<file path="config.mk">
export PLATFORM = sky130hd
export DESIGN_NAME = memory_stage
export DESIGN_NICKNAME = d
export VERILOG_FILES = /design/src/rtl/memory_stage_pkg.sv /design/src/rtl/memory_stage_branch_resolve.sv /design/src/rtl/memory_stage.sv
export SDC_FILE = /design/constraint.sdc
export NUM_CORES = 1
export LEC_CHECK = 0
export BUFFER_PORTS_ARGS = -buffer_cell sky130_fd_sc_hd__buf_2
export CORE_AREA = 2 2 124 126
export DETAILED_ROUTE_END_ITERATION = 10
export DIE_AREA = 0 0 126 128
export GPL_ROUTABILITY_DRIVEN = 0
export PLACE_DENSITY_LB_ADDON = 0.08
export REMOVE_ABC_BUFFERS = 1
export SLEW_MARGIN = 10
export SYNTH_ARGS = -nofsm -noshare
export SYNTH_HDL_FRONTEND = slang
export SYNTH_SLANG_ARGS = --single-unit
</file>
<file path="constraint.sdc">
create_clock -name I_CLOCK -period 2.35 [get_ports I_CLOCK]
set_input_delay 0.235 -clock I_CLOCK [delete_from_list [all_inputs] [get_ports I_CLOCK]]
set_output_delay 0.235 -clock I_CLOCK [all_outputs]
set_load 0.01 [all_outputs]
</file>
<file path="src/rtl/memory_stage_pkg.sv">
// Shared definitions for the memory stage: FSM states, condition-code encodings,
// opcode map and small opcode-classification helpers.
package memory_stage_pkg;

  localparam int OPCODE_WIDTH = 8;

  typedef enum logic {
    MEMST_IDLE = 1'b0,
    MEMST_WAIT = 1'b1
  } memst_e;

  localparam logic [2:0] CC_N = 3'b100;
  localparam logic [2:0] CC_Z = 3'b010;
  localparam logic [2:0] CC_P = 3'b001;

  localparam logic [OPCODE_WIDTH-1:0] OP_NOP   = 8'h00;
  localparam logic [OPCODE_WIDTH-1:0] OP_ADD   = 8'h01;
  localparam logic [OPCODE_WIDTH-1:0] OP_ADDI  = 8'h02;
  localparam logic [OPCODE_WIDTH-1:0] OP_AND   = 8'h03;
  localparam logic [OPCODE_WIDTH-1:0] OP_ANDI  = 8'h04;
  localparam logic [OPCODE_WIDTH-1:0] OP_MOV   = 8'h05;
  localparam logic [OPCODE_WIDTH-1:0] OP_MOVI  = 8'h06;
  localparam logic [OPCODE_WIDTH-1:0] OP_LDW   = 8'h10;
  localparam logic [OPCODE_WIDTH-1:0] OP_STW   = 8'h11;
  localparam logic [OPCODE_WIDTH-1:0] OP_JMP   = 8'h18;
  localparam logic [OPCODE_WIDTH-1:0] OP_JSR   = 8'h19;
  localparam logic [OPCODE_WIDTH-1:0] OP_JSRR  = 8'h1A;
  // Branch opcodes carry their NZP mask in the low three bits.
  localparam logic [OPCODE_WIDTH-1:0] OP_BRP   = 8'h21;
  localparam logic [OPCODE_WIDTH-1:0] OP_BRZ   = 8'h22;
  localparam logic [OPCODE_WIDTH-1:0] OP_BRZP  = 8'h23;
  localparam logic [OPCODE_WIDTH-1:0] OP_BRN   = 8'h24;
  localparam logic [OPCODE_WIDTH-1:0] OP_BRNP  = 8'h25;
  localparam logic [OPCODE_WIDTH-1:0] OP_BRNZ  = 8'h26;
  localparam logic [OPCODE_WIDTH-1:0] OP_BRNZP = 8'h27;

  function automatic logic is_branch(input logic [OPCODE_WIDTH-1:0] op);
    return (op[OPCODE_WIDTH-1:3] == 5'b00100) && (op[2:0] != 3'b000);
  endfunction

  function automatic logic [2:0] branch_mask(input logic [OPCODE_WIDTH-1:0] op);
    return is_branch(op) ? op[2:0] : 3'b000;
  endfunction

  function automatic logic is_alu(input logic [OPCODE_WIDTH-1:0] op);
    return (op == OP_ADD) || (op == OP_ADDI) || (op == OP_AND) ||
           (op == OP_ANDI) || (op == OP_MOV) || (op == OP_MOVI);
  endfunction

  function automatic logic is_mem(input logic [OPCODE_WIDTH-1:0] op);
    return (op == OP_LDW) || (op == OP_STW);
  endfunction

  function automatic logic is_link(input logic [OPCODE_WIDTH-1:0] op);
    return (op == OP_JSR) || (op == OP_JSRR);
  endfunction

  function automatic logic is_ctrl(input logic [OPCODE_WIDTH-1:0] op);
    return is_branch(op) || (op == OP_JMP) || is_link(op);
  endfunction

endpackage

</file>
<file path="src/rtl/memory_stage_branch_resolve.sv">
// Combinational branch decision: opcode NZP mask against current condition codes.
// Zero latency; no flow control.
module branch_resolve
  import memory_stage_pkg::*;
(
  input  logic [OPCODE_WIDTH-1:0] opcode,
  input  logic [2:0]              cc,
  output logic                    taken
);

  always_comb begin
    taken = 1'b0;
    if (is_branch(opcode)) begin
      taken = |(branch_mask(opcode) & cc);
    end else if ((opcode == OP_JMP) || is_link(opcode)) begin
      taken = 1'b1;
    end
  end

endmodule

</file>
<file path="src/rtl/memory_stage.sv">
// Memory pipeline stage: ALU writeback, LDW/STW over a req/ack port, CC register, branch redirect.
// Latency 1 edge (memory ops 1+N edges to ack); O_MemStall holds upstream while an access is outstanding.
module memory_stage
  import memory_stage_pkg::*;
#(
  parameter int REG_WIDTH   = 16,
  parameter int DADDR_WIDTH = 13
) (
  input  logic                    I_CLOCK,
  input  logic                    I_RESET,
  input  logic                    I_LOCK,
  input  logic [REG_WIDTH-1:0]    I_ALUOut,
  input  logic [OPCODE_WIDTH-1:0] I_Opcode,
  input  logic [3:0]              I_DestRegIdx,
  input  logic [REG_WIDTH-1:0]    I_DestValue,
  input  logic                    I_FetchStall,
  input  logic                    I_DepStall,
  input  logic                    I_DMemAck,
  input  logic [REG_WIDTH-1:0]    I_DMemRData,
  output logic                    O_DMemReq,
  output logic                    O_DMemWe,
  output logic [DADDR_WIDTH-1:0]  O_DMemAddr,
  output logic [REG_WIDTH-1:0]    O_DMemWData,
  output logic                    O_LOCK,
  output logic [OPCODE_WIDTH-1:0] O_Opcode,
  output logic [3:0]              O_DestRegIdx,
  output logic [REG_WIDTH-1:0]    O_DestValue,
  output logic                    O_RegWEn,
  output logic                    O_FetchStall,
  output logic                    O_DepStall,
  output logic                    O_BranchTaken,
  output logic [REG_WIDTH-1:0]    O_BranchPC,
  output logic                    O_MemStall
);

  function automatic logic [2:0] cc_of(input logic [REG_WIDTH-1:0] v);
    if (v[REG_WIDTH-1]) return CC_N;
    if (v == '0)        return CC_Z;
    return CC_P;
  endfunction

  memst_e                  state_q, state_d;
  logic [2:0]              cc_q, cc_d;
  logic                    req_q, req_d;
  logic                    we_q, we_d;
  logic [DADDR_WIDTH-1:0]  addr_q, addr_d;
  logic [REG_WIDTH-1:0]    wdata_q, wdata_d;
  logic                    is_load_q, is_load_d;
  logic                    lock_q, lock_d;
  logic [OPCODE_WIDTH-1:0] opcode_q, opcode_d;
  logic [3:0]              dest_idx_q, dest_idx_d;
  logic [REG_WIDTH-1:0]    dest_value_q, dest_value_d;
  logic                    reg_wen_q, reg_wen_d;
  logic                    fetch_stall_q, fetch_stall_d;
  logic                    dep_stall_q, dep_stall_d;
  logic                    taken_q, taken_d;
  logic [REG_WIDTH-1:0]    branch_pc_q, branch_pc_d;
  logic                    br_taken;

  branch_resolve u_branch_resolve (
    .opcode (I_Opcode),
    .cc     (cc_q),
    .taken  (br_taken)
  );

  always_comb begin
    state_d       = state_q;
    cc_d          = cc_q;
    req_d         = req_q;
    we_d          = we_q;
    addr_d        = addr_q;
    wdata_d       = wdata_q;
    is_load_d     = is_load_q;
    lock_d        = I_LOCK;
    opcode_d      = opcode_q;
    dest_idx_d    = dest_idx_q;
    dest_value_d  = dest_value_q;
    fetch_stall_d = fetch_stall_q;
    dep_stall_d   = dep_stall_q;
    branch_pc_d   = branch_pc_q;
    // Commit/redirect are per-retirement pulses, so they fall whenever nothing retires.
    reg_wen_d     = 1'b0;
    taken_d       = 1'b0;

    if (I_LOCK) begin
      case (state_q)
        MEMST_IDLE: begin
          opcode_d      = I_Opcode;
          dest_idx_d    = I_DestRegIdx;
          fetch_stall_d = I_FetchStall;
          dep_stall_d   = I_DepStall;
          if (!(I_FetchStall || I_DepStall)) begin
            if (is_alu(I_Opcode)) begin
              dest_value_d = I_ALUOut;
              reg_wen_d    = 1'b1;
              cc_d         = cc_of(I_ALUOut);
            end else if (is_mem(I_Opcode)) begin
              req_d     = 1'b1;
              we_d      = (I_Opcode == OP_STW);
              addr_d    = I_ALUOut[DADDR_WIDTH+1:2];
              wdata_d   = I_DestValue;
              is_load_d = (I_Opcode == OP_LDW);
              state_d   = MEMST_WAIT;
            end else if (is_ctrl(I_Opcode)) begin
              taken_d     = br_taken;
              branch_pc_d = I_ALUOut;
              if (is_link(I_Opcode)) begin
                dest_value_d = I_DestValue;
                reg_wen_d    = 1'b1;
              end
            end
          end
        end
        MEMST_WAIT: begin
          if (I_DMemAck) begin
            req_d   = 1'b0;
            we_d    = 1'b0;
            state_d = MEMST_IDLE;
            if (is_load_q) begin
              dest_value_d = I_DMemRData;
              reg_wen_d    = 1'b1;
              cc_d         = cc_of(I_DMemRData);
            end
          end
        end
        default: state_d = MEMST_IDLE;
      endcase
    end
  end

  always_ff @(negedge I_CLOCK or posedge I_RESET) begin
    if (I_RESET) begin
      state_q       <= MEMST_IDLE;
      cc_q          <= CC_Z;
      req_q         <= 1'b0;
      we_q          <= 1'b0;
      addr_q        <= '0;
      wdata_q       <= '0;
      is_load_q     <= 1'b0;
      lock_q        <= 1'b0;
      opcode_q      <= '0;
      dest_idx_q    <= '0;
      dest_value_q  <= '0;
      reg_wen_q     <= 1'b0;
      fetch_stall_q <= 1'b0;
      dep_stall_q   <= 1'b0;
      taken_q       <= 1'b0;
      branch_pc_q   <= '0;
    end else begin
      state_q       <= state_d;
      cc_q          <= cc_d;
      req_q         <= req_d;
      we_q          <= we_d;
      addr_q        <= addr_d;
      wdata_q       <= wdata_d;
      is_load_q     <= is_load_d;
      lock_q        <= lock_d;
      opcode_q      <= opcode_d;
      dest_idx_q    <= dest_idx_d;
      dest_value_q  <= dest_value_d;
      reg_wen_q     <= reg_wen_d;
      fetch_stall_q <= fetch_stall_d;
      dep_stall_q   <= dep_stall_d;
      taken_q       <= taken_d;
      branch_pc_q   <= branch_pc_d;
    end
  end

  assign O_DMemReq     = req_q;
  assign O_DMemWe      = we_q;
  assign O_DMemAddr    = addr_q;
  assign O_DMemWData   = wdata_q;
  assign O_LOCK        = lock_q;
  assign O_Opcode      = opcode_q;
  assign O_DestRegIdx  = dest_idx_q;
  assign O_DestValue   = dest_value_q;
  assign O_RegWEn      = reg_wen_q;
  assign O_FetchStall  = fetch_stall_q;
  assign O_DepStall    = dep_stall_q;
  assign O_BranchTaken = taken_q;
  assign O_BranchPC    = branch_pc_q;
  assign O_MemStall    = (state_q == MEMST_WAIT);

endmodule

</file>
==> After elaboration in Yosys (flattened, before gate mapping) <==
Index checks and enable logic that the tools add are counted.
{ "totals": {"word_cells": 139, "regBits": 85, "out_inout_bits": 81, "input_bits": 66} }
{ "op_classes": {"n_reduce_logical": 22, "n_mux": 75, "bitwise_logic": 5, "n_eq_ne": 21} }
{ "ops": {"columns": ["operator", "n"], "rows": [
  ["$mux W16", 7],
  ["$mux W1", 49],
  ["$eq A8 B5 Y1 const B", 5],
  ["$mux W3", 13],
  ["$logic_not A16 Y1", 2],
  ["$pmux W16 S2", 1],
  ["$eq A8 B3 Y1 const B", 3],
  ["$eq A8 B2 Y1 const B", 2],
  ["$reduce_and A5 Y1", 3],
  ["$logic_or A1 B1 Y1", 11],
  ["$ne A2 B2 Y1 const B", 5],
  ["$ne A3 B3 Y1 const B", 3],
  ["$eq A8 B1 Y1 const B", 1],
  ["$pmux W1 S2", 4],
  ["$reduce_and A7 Y1", 1],
  ["$pmux W3 S2", 1],
  ["$reduce_and A6 Y1", 1],
  ["$eq A5 B3 Y1 const B", 1],
  ["$not A1 Y1", 4],
  ["$and A3 B3 Y3", 1],
  ["$reduce_bool A3 Y1", 1],
  ["$reduce_or A3 Y1", 1],
  ["$ne A2 B1 Y1 const B", 1],
  ["$reduce_and A2 Y1", 1],
  ["$logic_and A1 B1 Y1", 1]
]} }

==> Longest topological paths before layout <==
{ "depth": {"ltp_word": 20, "ltp_mapped": 8, "depth_no_buf": 4} }

==> Modules after synthesis <==
A second synthesis with hierarchy kept.
{ "unflattened": {"cells_unflattened": 310, "area_unflattened_um2": 4032.6} }
{ "by_module_without_submodules": {"columns": ["mod", "cells_per_inst", "seq_area_each_um2", "area_per_inst_um2", "n_inst"], "rows": [
  ["memory_stage", 305, 2128.3, 3986.3, 1],
  ["branch_resolve", 5, 0.0, 46.3, 1]
]} }

==> impl_metrics.py <==
metrics = {
    "status": {
        "outcome": "finished with violations",
        "violations": "negative setup slack",
    },
    "floorplan": {
        "pin_count": 147,
        "die_h_um": 128,
        "die-area_sq_mm": 0.0161,
        "fp-row-count": 45,
        "core_sq_mm": 0.0149,
        "fp.dieW_um": 126,
        "initial_core_util_pct": 27.3,
    },
    "critical_path": {
        "crit_end": "O_BranchPC[3]$_DFFE_NP0P_",
        "cp_max_fo": 17,
        "setup.worst_path.start": "I_Opcode[0]",
        "start_kind": "primary input",
        "crit_arrival_ps": 1700,
        "critical_path_class": "primary input to register",
        "rr_worst_depth": 7,
        "r2r-start": "O_MemStall$_DFFE_NP0P_",
        "rrSetupSlack_ps": 300,
        "cp-end-kind": "register",
        "required_ps": 1360,
        "r2r_end": "O_DestValue[7]$_DFFE_NP0P_",
    },
    "synth": {
        "syn_inst": 306,
        "synth-edff-count": 0,
        "synth_top_area_share_pct": 51.9,
        "synth_area_leaders": "dfrtn_1, mux2_2, a221o_1",
        "synth_area_per_cell_sq_um": 13.2,
        "dominantRegCellSynth": "dfrtn_1",
        "yosysWarningCount": 0,
        "synth_cell_types": 40,
        "synth.most_common_cell": "dfrtn_1",
        "yosysTopAreaCell": "dfrtn_1",
        "syn_area_sq_mm": 0.00405,
        "ys_async_sr_fraction_pct": 100,
        "ys_seq_area_share_pct": 52.5,
        "ys_ff_latch": 85,
        "synthTopCellsByCount": "dfrtn_1, mux2_2, a41oi_1",
    },
    "clock_network": {
        "cts_tree": "yes",
        "cts_buffers": 9,
        "cts_root_buffer": "clkbuf_16",
        "cts_sinks": 85,
        "path_clk_slew_ps": 50,
        "htreeDepth": 3,
        "worstSkewPairLatency_ps": 400,
        "cts_buffer_depth": 2,
    },
    "final_layout": {
        "antenna_cells": 0,
        "seq_area_sq_mm": 0.00213,
        "final_cells": 725,
        "multiInputGateArea_sq_mm": 0.00201,
        "drive_gt1_share_pct": 64.8,
        "nets": 598,
        "area_growth_pct": 59.6,
        "design_area_sq_mm": 0.00647,
        "fillers": 1454,
    },
    "drt": {
        "vias_per_cell": 4.70,
        "ant_nets": 0,
        "via_count": 3405,
        "wl_per_cell_um": 18.7,
        "drtPass1Iterations": 4,
        "drt-total-wl_um": 13500,
        "drcViolationCount": 0,
        "drt_iter0_drc": 103,
    },
    "grt": {
        "grt_pass1_wl_um": 20800,
        "grt_max_degree": 39,
        "grt_overflow": 0,
        "grt_usage_pct": 17.1,
        "grt_pass1_vias": 3591,
        "antenna_found_initial": 0,
    },
    "pwr": {
        "power.total_mw": 3.88,
        "ir_drop_mv": 0.307,
        "power_leakage_nw": 3.30,
        "cellPowerDensity_mw_per_mm2": 601,
    },
    "hold_path": {
        "min-delay-path-class": "register to register",
    },
    "sta": {
        "worst_pin_slew_ps": 346,
        "hold_viol": 0,
        "worst_slack_ps": -338,
        "setup_viol": 68,
        "relSlewSlack_pct": 76.9,
        "final-max-slew-violation-count": 0,
        "finalClockSkew_ps": 52.4,
        "rsz0062_at_grt": "true",
    },
    "place": {
        "dp.cells": 689,
        "post_dp_cell_area_sq_mm": 0.00552,
        "hpwl_um": 9450,
        "place_ws_ps": -770,
        "place.port_buffers": 146,
    },
    "job": {
        "maxCapViolations": 0,
    },
}
## how the worst min path moves through the flow
stage | slack (ps) | to | startpoint | cells past startpoint
global route | 450 | O_BranchPC[0]$_DFFE_NP0P_ | O_BranchPC[0]$_DFFE_NP0P_ | 1
global placement | 420 | is_load_q$_DFFE_NP0P_ | is_load_q$_DFFE_NP0P_ | 2
detailed placement | 430 | is_load_q$_DFFE_NP0P_ | is_load_q$_DFFE_NP0P_ | 2
CTS | 440 | is_load_q$_DFFE_NP0P_ | is_load_q$_DFFE_NP0P_ | 2
finish | 430 | O_BranchPC[0]$_DFFE_NP0P_ | O_BranchPC[0]$_DFFE_NP0P_ | 1
floorplan | 400 | is_load_q$_DFFE_NP0P_ | is_load_q$_DFFE_NP0P_ | 2
## layer usage
| metal | global-route usage (%) | up-vias | wire [um] |
|---|---|---|---|
| li1 | - | 1621 | - |
| met5 | 0 | - | 0 |
| met3 | 4.92 | 11 | 704 |
| met2 | 28.0 | 82 | 6530 |
| met1 | 22.4 | 1691 | 6160 |
| met4 | 4.14 | 0 | 143 |
## state kept, by name, indices dropped and copies added (netlist names), 3 cells and up
name          count
O_DMemAddr       13
O_DestValue      16
O_DMemWData      16
O_BranchPC       16
O_DestRegIdx      4
cc_q              3
O_Opcode          8
## layout make-up
cell class                      instances  area share (%)
Timing Repair Buffer                  236            27.0
Clock inverter                          4            1.10
Sequential cell                        85            32.9
Tap cell                              188            3.64
Inverter                                4           0.271
Clock buffer                           13            4.02
Multi-Input combinational cell        195            31.1
## critical path, stage by stage
cell       delay, ps
buf_6             90
or3_4            400
and4_4           210
o2111ai_4        220
buf_12           200
mux2_1           340
## cell usage in the layout (no fill, tap or decap), types with 2 or more instances in the layout
master	count
nor2b_1	16
buf_8	4
nand2_1	4
nand4_1	4
bufinv_16	2
buf_16	3
buf_6	23
o21ai_0	2
buf_12	8
buf_4	68
dfrtn_1	84
clkbuf_16	10
inv_1	4
nor3_4	2
and4_4	3
clkbuf_8	2
nand2b_1	16
nor4_4	5
mux2_2	47
mux2_4	23
buf_2	129
nor2_1	5
o21ai_2	3
clkbuf_1	2
mux2_1	9
nor4_1	2
a221o_1	15
a41oi_1	16
## power breakdown
part	total, mW	leakage (nW)	internal [mW]	switching, mW
Clock	1.57	0.161	0.993	0.580
Sequential	1.65	1.13	1.59	0.0572
Combinational	0.665	2.01	0.361	0.304
## through the flow
stage,hold WS (ps),utilization [%],setup TNS [ps]
2_1_floorplan,403,-,-196540
3_3_place_gp,419,37.1,-42650
3_5_place_dp,427,37.1,-43380
4_1_cts,438,41.8,-14550
5_1_grt,449,43.5,-19720
6_report,434,43.5,-16250
## cell families (layout without fill, tap and decap cells)
logic type	after synthesis	count (layout)	share of synthesized area (%)
xor gates and xnor gates	1	1	0.216
DFF	85	85	52.5
AOI/OAI and AO/OA	45	45	10.1
and+or+nand+nor	69	70	10.8
muxes	79	79	22.8
buffers and inverters	27	257	3.61
## timing repair
| item | CTS | global route |
|---|---|---|
| resized for setup | 41 | 44 |
| cloned | 5 | 1 |
| pin swaps | 5 | 11 |
| buffers inserted | 9 | 6 |
| setup endpoints to repair | 68 | 76 |
| hold buffers | 0 | 0 |
No activity file was read; power rests on OpenSTA's default activity.
